--- config.mk ---
export PLATFORM = sky130hd
export DESIGN_NAME = dma_multi_flat
export DESIGN_NICKNAME = d
export VERILOG_FILES = /design/src/rtl/dma_multi_if.sv /design/src/rtl/dma_multi.sv /design/src/flat_wrapper.sv
export SDC_FILE = /design/constraint.sdc
export NUM_CORES = 1
export LEC_CHECK = 0
export BUFFER_PORTS_ARGS = -buffer_cell sky130_fd_sc_hd__buf_2
export CORE_MARGIN = 5
export CORE_UTILIZATION = 40
export DETAILED_ROUTE_END_ITERATION = 10
export PLACE_DENSITY = 0.63
export SETUP_SLACK_MARGIN = 0.3
export SLEW_MARGIN = 25
export SYNTH_ARGS = -nofsm -noshare
export SYNTH_HDL_FRONTEND = slang
export SYNTH_SLANG_ARGS = --single-unit
--- constraint.sdc ---
create_clock -name i_clock -period 4.6 [get_ports i_clock]
set_input_delay 0.46 -clock i_clock [delete_from_list [all_inputs] [get_ports i_clock]]
set_output_delay 0.46 -clock i_clock [all_outputs]
set_load 0.1 [all_outputs]
--- src/rtl/dma_multi_if.sv ---
// CPU register port and system bus of the multi-channel DMA engine.
// CPU: i_request is held until o_ready=1; o_ready drops the cycle after i_request drops. Bus: request and payload stay stable until i_bus_ready=1.
`timescale 1ns/1ps
interface dma_multi_if #(parameter int CHANNELS = 2);
  localparam int AW = $clog2(CHANNELS) + 2;

  logic          i_request;
  logic          i_rw;
  logic [AW-1:0] i_address;
  logic [31:0]   i_wdata;
  logic [31:0]   o_rdata;
  logic          o_ready;
  logic          i_stall;
  logic          o_bus_rw;
  logic          o_bus_request;
  logic          i_bus_ready;
  logic [31:0]   o_bus_address;
  logic [31:0]   o_bus_wdata;
  logic [31:0]   i_bus_rdata;
  logic          o_irq;

  modport master (
    output i_request, i_rw, i_address, i_wdata, i_stall, i_bus_ready, i_bus_rdata,
    input  o_rdata, o_ready, o_bus_rw, o_bus_request, o_bus_address, o_bus_wdata, o_irq
  );

  modport slave (
    input  i_request, i_rw, i_address, i_wdata, i_stall, i_bus_ready, i_bus_rdata,
    output o_rdata, o_ready, o_bus_rw, o_bus_request, o_bus_address, o_bus_wdata, o_irq
  );
endinterface

--- src/rtl/dma_multi.sv ---
// Multi-channel FILL/COPY DMA engine: one word per round-robin grant, CPU-programmed per-channel registers.
`timescale 1ns/1ps
module dma_multi #(
  parameter int CHANNELS = 2,
  parameter int STEP     = 4
) (
  input  logic        i_clock,
  input  logic        i_reset_n,
  dma_multi_if.slave  bus,
  output logic [2:0]  o_dbg_state
);
  localparam int CW = (CHANNELS > 1) ? $clog2(CHANNELS) : 1;

  typedef enum logic [2:0] {
    S_IDLE, S_ARB, S_RD_REQ, S_RD_WAIT, S_WR_REQ, S_WR_WAIT
  } state_t;

  state_t        state_q, state_d;
  logic [CW-1:0] cur_ch_q, cur_ch_d, last_ch_q, last_ch_d;
  logic [31:0]   data_q, data_d, rdata_q, rdata_d;
  logic [31:0]   bus_addr_q, bus_addr_d, bus_wdata_q, bus_wdata_d;
  logic          ready_q, ready_d, bus_req_q, bus_req_d, bus_rw_q, bus_rw_d;

  logic [31:0]   src_q [CHANNELS];
  logic [31:0]   src_d [CHANNELS];
  logic [31:0]   dst_q [CHANNELS];
  logic [31:0]   dst_d [CHANNELS];
  logic [31:0]   cnt_q [CHANNELS];
  logic [31:0]   cnt_d [CHANNELS];
  logic [CHANNELS-1:0] busy_q, busy_d, done_q, done_d, irq_en_q, irq_en_d;
  logic [CHANNELS-1:0] src_fix_q, src_fix_d, dst_fix_q, dst_fix_d;
  logic [CHANNELS-1:0] copy_q, copy_d, abort_q, abort_d;

  logic [CHANNELS-1:0] elig;
  logic [CW-1:0] cand, sel_ch, acc_idx;
  logic          sel_found, access, engine_owns;
  logic [31:0]   addr_ext;
  int            acc_ch;
  logic [1:0]    acc_reg, mode;

  always_comb begin
    state_d     = state_q;
    cur_ch_d    = cur_ch_q;
    last_ch_d   = last_ch_q;
    data_d      = data_q;
    bus_req_d   = bus_req_q;
    bus_rw_d    = bus_rw_q;
    bus_addr_d  = bus_addr_q;
    bus_wdata_d = bus_wdata_q;
    src_d       = src_q;
    dst_d       = dst_q;
    cnt_d       = cnt_q;
    busy_d      = busy_q;
    done_d      = done_q;
    irq_en_d    = irq_en_q;
    src_fix_d   = src_fix_q;
    dst_fix_d   = dst_fix_q;
    copy_d      = copy_q;
    abort_d     = abort_q;
    rdata_d     = rdata_q;
    ready_d     = bus.i_request;
    access      = bus.i_request && !ready_q;
    addr_ext    = 32'(bus.i_address);
    acc_ch      = int'(addr_ext >> 2);
    acc_reg     = addr_ext[1:0];
    acc_idx     = CW'(acc_ch);
    mode        = bus.i_wdata[1:0];
    cand        = '0;
    sel_ch      = last_ch_q;
    sel_found   = 1'b0;

    // A zero-count start never enters the engine; it simply completes.
    for (int c = 0; c < CHANNELS; c++) begin
      elig[c] = busy_q[c] && (cnt_q[c] != 32'd0);
      if (busy_q[c] && (cnt_q[c] == 32'd0)) begin
        busy_d[c] = 1'b0;
        done_d[c] = 1'b1;
      end
    end

    for (int k = 1; k <= CHANNELS; k++) begin
      cand = CW'((int'(last_ch_q) + k) % CHANNELS);
      if (!sel_found && elig[cand]) begin
        sel_found = 1'b1;
        sel_ch    = cand;
      end
    end

    case (state_q)
      S_IDLE: if (|elig) state_d = S_ARB;
      S_ARB: begin
        if (sel_found) begin
          cur_ch_d  = sel_ch;
          last_ch_d = sel_ch;
          state_d   = copy_q[sel_ch] ? S_RD_REQ : S_WR_REQ;
        end else begin
          state_d = S_IDLE;
        end
      end
      S_RD_REQ: begin
        if (abort_q[cur_ch_q]) begin
          busy_d[cur_ch_q]  = 1'b0;
          abort_d[cur_ch_q] = 1'b0;
          state_d           = S_IDLE;
        end else if (!bus.i_stall) begin
          bus_req_d  = 1'b1;
          bus_rw_d   = 1'b0;
          bus_addr_d = src_q[cur_ch_q];
          state_d    = S_RD_WAIT;
        end
      end
      S_RD_WAIT: begin
        if (bus.i_bus_ready) begin
          bus_req_d = 1'b0;
          data_d    = bus.i_bus_rdata;
          if (!src_fix_q[cur_ch_q]) src_d[cur_ch_q] = src_q[cur_ch_q] + 32'(STEP);
          if (abort_q[cur_ch_q]) begin
            busy_d[cur_ch_q]  = 1'b0;
            abort_d[cur_ch_q] = 1'b0;
            state_d           = S_IDLE;
          end else begin
            state_d = S_WR_REQ;
          end
        end
      end
      S_WR_REQ: begin
        if (abort_q[cur_ch_q]) begin
          busy_d[cur_ch_q]  = 1'b0;
          abort_d[cur_ch_q] = 1'b0;
          state_d           = S_IDLE;
        end else if (!bus.i_stall) begin
          bus_req_d   = 1'b1;
          bus_rw_d    = 1'b1;
          bus_addr_d  = dst_q[cur_ch_q];
          bus_wdata_d = copy_q[cur_ch_q] ? data_q : src_q[cur_ch_q];
          state_d     = S_WR_WAIT;
        end
      end
      S_WR_WAIT: begin
        if (bus.i_bus_ready) begin
          bus_req_d = 1'b0;
          if (!dst_fix_q[cur_ch_q]) dst_d[cur_ch_q] = dst_q[cur_ch_q] + 32'(STEP);
          cnt_d[cur_ch_q] = cnt_q[cur_ch_q] - 32'd1;
          if (cnt_q[cur_ch_q] == 32'd1) begin
            done_d[cur_ch_q] = 1'b1;
            busy_d[cur_ch_q] = 1'b0;
          end
          if (abort_q[cur_ch_q]) begin
            busy_d[cur_ch_q]  = 1'b0;
            done_d[cur_ch_q]  = 1'b0;
            abort_d[cur_ch_q] = 1'b0;
          end
          state_d = S_IDLE;
        end
      end
      default: state_d = S_IDLE;
    endcase

    // An abort on the channel the engine is working on is deferred to the end of its transaction.
    engine_owns = (state_d inside {S_RD_REQ, S_RD_WAIT, S_WR_REQ, S_WR_WAIT}) && (cur_ch_d == acc_idx);

    if (access && (acc_ch < CHANNELS)) begin
      if (bus.i_rw) begin
        case (acc_reg)
          2'd0: if (!busy_q[acc_idx]) src_d[acc_idx] = bus.i_wdata;
          2'd1: if (!busy_q[acc_idx]) dst_d[acc_idx] = bus.i_wdata;
          2'd2: if (!busy_q[acc_idx]) cnt_d[acc_idx] = bus.i_wdata;
          default: begin
            if (mode == 2'd0) begin
              done_d[acc_idx]   = 1'b0;
              irq_en_d[acc_idx] = bus.i_wdata[4];
              if (busy_d[acc_idx]) begin
                if (engine_owns) abort_d[acc_idx] = 1'b1;
                else             busy_d[acc_idx]  = 1'b0;
              end
            end else if ((mode != 2'd3) && !busy_q[acc_idx]) begin
              busy_d[acc_idx]    = 1'b1;
              done_d[acc_idx]    = 1'b0;
              copy_d[acc_idx]    = (mode == 2'd2);
              src_fix_d[acc_idx] = bus.i_wdata[2];
              dst_fix_d[acc_idx] = bus.i_wdata[3];
              irq_en_d[acc_idx]  = bus.i_wdata[4];
            end
          end
        endcase
      end else begin
        case (acc_reg)
          2'd0:    rdata_d = src_q[acc_idx];
          2'd1:    rdata_d = dst_q[acc_idx];
          2'd2:    rdata_d = cnt_q[acc_idx];
          default: rdata_d = {27'b0, irq_en_q[acc_idx], 2'b0, done_q[acc_idx], busy_q[acc_idx]};
        endcase
      end
    end
  end

  always_ff @(posedge i_clock or negedge i_reset_n) begin
    if (!i_reset_n) begin
      state_q     <= S_IDLE;
      cur_ch_q    <= '0;
      last_ch_q   <= CW'(CHANNELS - 1);
      data_q      <= '0;
      rdata_q     <= '0;
      ready_q     <= 1'b0;
      bus_req_q   <= 1'b0;
      bus_rw_q    <= 1'b0;
      bus_addr_q  <= '0;
      bus_wdata_q <= '0;
      for (int c = 0; c < CHANNELS; c++) begin
        src_q[c] <= '0;
        dst_q[c] <= '0;
        cnt_q[c] <= '0;
      end
      busy_q    <= '0;
      done_q    <= '0;
      irq_en_q  <= '0;
      src_fix_q <= '0;
      dst_fix_q <= '0;
      copy_q    <= '0;
      abort_q   <= '0;
    end else begin
      state_q     <= state_d;
      cur_ch_q    <= cur_ch_d;
      last_ch_q   <= last_ch_d;
      data_q      <= data_d;
      rdata_q     <= rdata_d;
      ready_q     <= ready_d;
      bus_req_q   <= bus_req_d;
      bus_rw_q    <= bus_rw_d;
      bus_addr_q  <= bus_addr_d;
      bus_wdata_q <= bus_wdata_d;
      src_q       <= src_d;
      dst_q       <= dst_d;
      cnt_q       <= cnt_d;
      busy_q      <= busy_d;
      done_q      <= done_d;
      irq_en_q    <= irq_en_d;
      src_fix_q   <= src_fix_d;
      dst_fix_q   <= dst_fix_d;
      copy_q      <= copy_d;
      abort_q     <= abort_d;
    end
  end

  assign bus.o_ready       = ready_q;
  assign bus.o_rdata       = rdata_q;
  assign bus.o_bus_request = bus_req_q;
  assign bus.o_bus_rw      = bus_rw_q;
  assign bus.o_bus_address = bus_addr_q;
  assign bus.o_bus_wdata   = bus_wdata_q;
  assign bus.o_irq         = |(done_q & irq_en_q);
  assign o_dbg_state       = state_q;
endmodule

--- src/flat_wrapper.sv ---
// flat-port wrapper written by rule: the top's interface ports become plain ports
module dma_multi_flat 
#(
  parameter int CHANNELS = 2,
  parameter int STEP     = 4
)
  (i_clock, i_reset_n, o_dbg_state, bus_i_request, bus_i_rw, bus_i_address, bus_i_wdata, bus_i_stall, bus_i_bus_ready, bus_i_bus_rdata, bus_o_rdata, bus_o_ready, bus_o_bus_rw, bus_o_bus_request, bus_o_bus_address, bus_o_bus_wdata, bus_o_irq);
  dma_multi_if #(.CHANNELS(CHANNELS)) bus_i ();
  input  logic i_clock;
  input  logic i_reset_n;
  output logic [2:0] o_dbg_state;
  input wire logic [$bits(bus_i.i_request)-1:0] bus_i_request;
  input wire logic [$bits(bus_i.i_rw)-1:0] bus_i_rw;
  input wire logic [$bits(bus_i.i_address)-1:0] bus_i_address;
  input wire logic [$bits(bus_i.i_wdata)-1:0] bus_i_wdata;
  input wire logic [$bits(bus_i.i_stall)-1:0] bus_i_stall;
  input wire logic [$bits(bus_i.i_bus_ready)-1:0] bus_i_bus_ready;
  input wire logic [$bits(bus_i.i_bus_rdata)-1:0] bus_i_bus_rdata;
  output wire logic [$bits(bus_i.o_rdata)-1:0] bus_o_rdata;
  output wire logic [$bits(bus_i.o_ready)-1:0] bus_o_ready;
  output wire logic [$bits(bus_i.o_bus_rw)-1:0] bus_o_bus_rw;
  output wire logic [$bits(bus_i.o_bus_request)-1:0] bus_o_bus_request;
  output wire logic [$bits(bus_i.o_bus_address)-1:0] bus_o_bus_address;
  output wire logic [$bits(bus_i.o_bus_wdata)-1:0] bus_o_bus_wdata;
  output wire logic [$bits(bus_i.o_irq)-1:0] bus_o_irq;
  assign bus_i.i_request = bus_i_request;
  assign bus_i.i_rw = bus_i_rw;
  assign bus_i.i_address = bus_i_address;
  assign bus_i.i_wdata = bus_i_wdata;
  assign bus_i.i_stall = bus_i_stall;
  assign bus_i.i_bus_ready = bus_i_bus_ready;
  assign bus_i.i_bus_rdata = bus_i_bus_rdata;
  assign bus_o_rdata = bus_i.o_rdata;
  assign bus_o_ready = bus_i.o_ready;
  assign bus_o_bus_rw = bus_i.o_bus_rw;
  assign bus_o_bus_request = bus_i.o_bus_request;
  assign bus_o_bus_address = bus_i.o_bus_address;
  assign bus_o_bus_wdata = bus_i.o_bus_wdata;
  assign bus_o_irq = bus_i.o_irq;
  dma_multi #(.CHANNELS(CHANNELS), .STEP(STEP)) u_core (.i_clock(i_clock), .i_reset_n(i_reset_n), .bus(bus_i), .o_dbg_state(o_dbg_state));
endmodule
==> flow_metrics.py <==
metrics = {
    "outcome": {
        "status": "finished clean",
    },
    "setup_path": {
        "startpoint": "u_core.cur_ch_q$_DFF_PN0_",
        "r2r_slack_ns": 1.02,
        "worstSetupStartpointType": "register",
        "worstSetupPathType": "reg2reg",
        "endpoint_kind": "register",
        "reg2reg_to": "u_core.src_q[56]$_DFF_PN0_",
        "critPathMaxFanout": 50,
        "required_ns": 5.10,
        "rr_worst_depth": 10,
        "reg2reg_from": "u_core.cur_ch_q$_DFF_PN0_",
        "endpoint": "u_core.src_q[56]$_DFF_PN0_",
        "worstPathArrival_ns": 4.07,
    },
    "sta": {
        "setup_violations": 0,
        "post-route-period-util_pct": 77.8,
        "whs_ns": 0.0394,
        "setup_tns_ns": 0,
        "fin_skew_ns": 0.0236,
        "slew_viol_final": 0,
        "worst_pin_slew_ns": 1.00,
        "fmax_mhz": 280,
        "rsz0062_at_grt": "no",
        "hold_viol": 0,
        "slew_headroom_pct": 33.0,
        "min_period_ns": 3.58,
    },
    "final_layout": {
        "fin_util_pct": 46.1,
        "final_common_cell": "dfrtp_1",
        "area_growth_pct": 14.1,
        "nets": 2416,
        "layout-drive-gt1-share_pct": 16.5,
        "most-common-layout-cells": "dfrtp_1 (340), nand2_1 (298), nor2_1 (273), a21oi_1 (191), buf_2 (173)",
    },
    "min_path": {
        "min_path_type": "in2reg",
        "hp-start": "bus_i_request",
    },
    "clocking": {
        "ctsResizeCount": 0,
        "tritoncts": "done",
        "cts.sinks": 342,
        "cts_buffer_depth": 3,
        "cts_buffers": 40,
        "clkTransAtPathRegs_ns": 0.06,
        "cts_root_buf": "clkbuf_16",
        "clk_latency_ns": 0.57,
        "htreeDepth": 2,
    },
    "logic_synthesis": {
        "synth_edf_count": 0,
        "synth_seq_area_share_pct": 43.3,
        "async_flop_share_pct": 100,
        "synth.area.top_cells": "dfrtp_1 (43%), mux2i_1 (6.1%), nand2_1 (5.7%)",
        "syn-cell-area_sq_um": 19800,
        "synth_seq_cells": 342,
        "synth_fp_nets": 2306,
        "yosysWarnings": 0,
        "ys.flop_type": "dfrtp_1",
        "yosysTopAreaCellShare_pct": 43.1,
        "synth.distinct_cells": 83,
        "synthCells": 2228,
        "syn_avg_cell_area_sq_um": 8.88,
        "synth_largest_area_cell": "dfrtp_1",
    },
    "floorplan": {
        "die_y_um": 232,
        "die_x_um": 232,
        "start_util_pct": 40.4,
        "ioPinCount": 176,
        "fp-row-count": 81,
        "coreArea_sq_um": 49000,
        "die_area_sq_um": 54000,
    },
    "route": {
        "first_pass_iters": 5,
        "vias": 17407,
        "routed_wl_um": 69900,
        "drtAntennaViolNets": 0,
        "drtIter0Drc": 1813,
        "routed_via_density": 5.74,
        "routedWlPerCell_um": 23.1,
        "route.detailed.drc": 0,
    },
    "grt": {
        "grt_overflow_total": 0,
        "grt_start_max_net_pins": 108,
        "grt_pass1_vias": 17175,
        "antenna_found_initial": 1,
        "grtUsageTotal_pct": 25.6,
        "grt_pass1_wl_um": 108000,
    },
    "placed_design": {
        "dp_hpwl_um": 51000,
        "io_buffers": 175,
        "place.gp.congestion": 1.00,
    },
    "pwr": {
        "vdd_drop_max_mv": 0.506,
        "total_power_w": 0.0147,
        "leakage_nw": 9.66,
        "power.density_nw_per_um2": 653,
    },
    "run": {
        "drv_cap": 0,
    },
}
==> cell type report <==
cell class | count | area (sq um)
Tap cell | 664 | 831
Sequential cell | 342 | 8560
Clock buffer | 65 | 1220
Fill cell | 4769 | 26400
Antenna cell | 1 | 2.50
Multi-Input combinational cell | 1716 | 10600
Clock inverter | 6 | 67.6
Timing Repair Buffer | 217 | 1220
Inverter | 21 | 78.8
==> repair_timing <==
action,4_1_cts,5_1_grt
setup buffers,0,0
hold buffers,1,0
endpoints found under the hold margin,5,0
==> layer usage <==
layer  part of all wire, %  wire, um  track usage (%)  vias to the layer above
met5                     0         0                0                        -
met4                   3.1      2200             7.64                        0
met3                    10      7150             5.99                      137
met2                    41     28900             36.4                      857
met1                    45     31700             38.6                     8357
li1                      -         -                -                     8056
==> stage by stage <==
step	setup slack, ns	std cells	area (sq um)
4_1_cts	1.10	3031	22600
2_1_floorplan	1.03	2228	19800
3_3_place_gp	1.20	2959	21300
3_5_place_dp	1.08	2959	21300
6_report	1.02	3032	22600
5_1_grt	0.791	3032	22600
==> kinds of logic after synthesis <==
family | after synthesis | share of synthesized area [%]
compound gates | 543 | 16.6
xor+xnor | 151 | 6.68
fa+ha+maj | 6 | 0.367
buf+inv | 170 | 3.64
flops | 342 | 43.3
mux | 182 | 9.71
simple gates | 834 | 19.7
==> worst min path at each step <==
| stage | to | depth (start not counted) | slack (ns) |
|---|---|---|---|
| 3_5_place_dp | u_core.bus.o_bus_address[12]$_DFFE_PN0P_ | 2 | 0.47 |
| 5_1_grt | u_core.bus.o_ready$_DFF_PN0_ | 1 | 0.05 |
| 6_report | u_core.bus.o_ready$_DFF_PN0_ | 1 | 0.04 |
| 2_1_floorplan | u_core.abort_q[0]$_DFF_PN0_ | 0 | 0.16 |
| 4_1_cts | u_core.bus.o_ready$_DFF_PN0_ | 1 | 0.02 |
| 3_3_place_gp | u_core.bus.o_bus_address[14]$_DFFE_PN0P_ | 1 | 0.46 |
==> cell usage after synthesis, drive strengths merged, types with 9 or more instances <==
cell and count:
nand3b 18, and2 15, or2 10, a22o 32, or3 18, o21a 13
nor4 34, mux2 60, buf 28, xnor2 94, nor2 279, nor2b 10
a21o 12, nand4 20, clkbuf 121, o211ai 9, inv 21, dfrtp 341
o21ai 168, nor3 50, a211oi 49, a31oi 19, xor2 57, nand3 33
nand2b 10, mux2i 120, a21oi 192, nand2 302
==> report_power, final <==
group	switching (W)	internal [W]
sequential	0.00122	0.00401
clock	0.00133	0.00186
combinational	0.00442	0.00190
==> flip-flops by register name, summed over array words and instances, names as in the netlist, 2 cells and up <==
| register | cells |
|---|---|
| u_core.bus.o_rdata | 32 |
| u_core.dst_fix_q | 2 |
| u_core.cnt_q | 64 |
| u_core.irq_en_q | 2 |
| u_core.src_q | 64 |
| u_core.dst_q | 64 |
| u_core.abort_q | 2 |
| u_core.src_fix_q | 2 |
| u_core.data_q | 32 |
| u_core.bus.o_bus_address | 32 |
| u_core.bus.o_bus_wdata | 32 |
| u_core.done_q | 2 |
| u_core.copy_q | 2 |
| u_core.busy_q | 2 |
| u_core.o_dbg_state | 3 |
==> worst max-delay path: stages (launching register included) <==
cell and delay [ns]:
dfrtp_4 0.88, mux2i_1 0.34, inv_1 0.13, ha_1 0.20, inv_1 0.07, a221oi_2 0.40, nand4b_1 0.32, nand2b_1 0.44
or3_1 0.41, xor2_1 0.15, a21oi_1 0.15
Note: power is estimated with default switching activity, not from simulation.
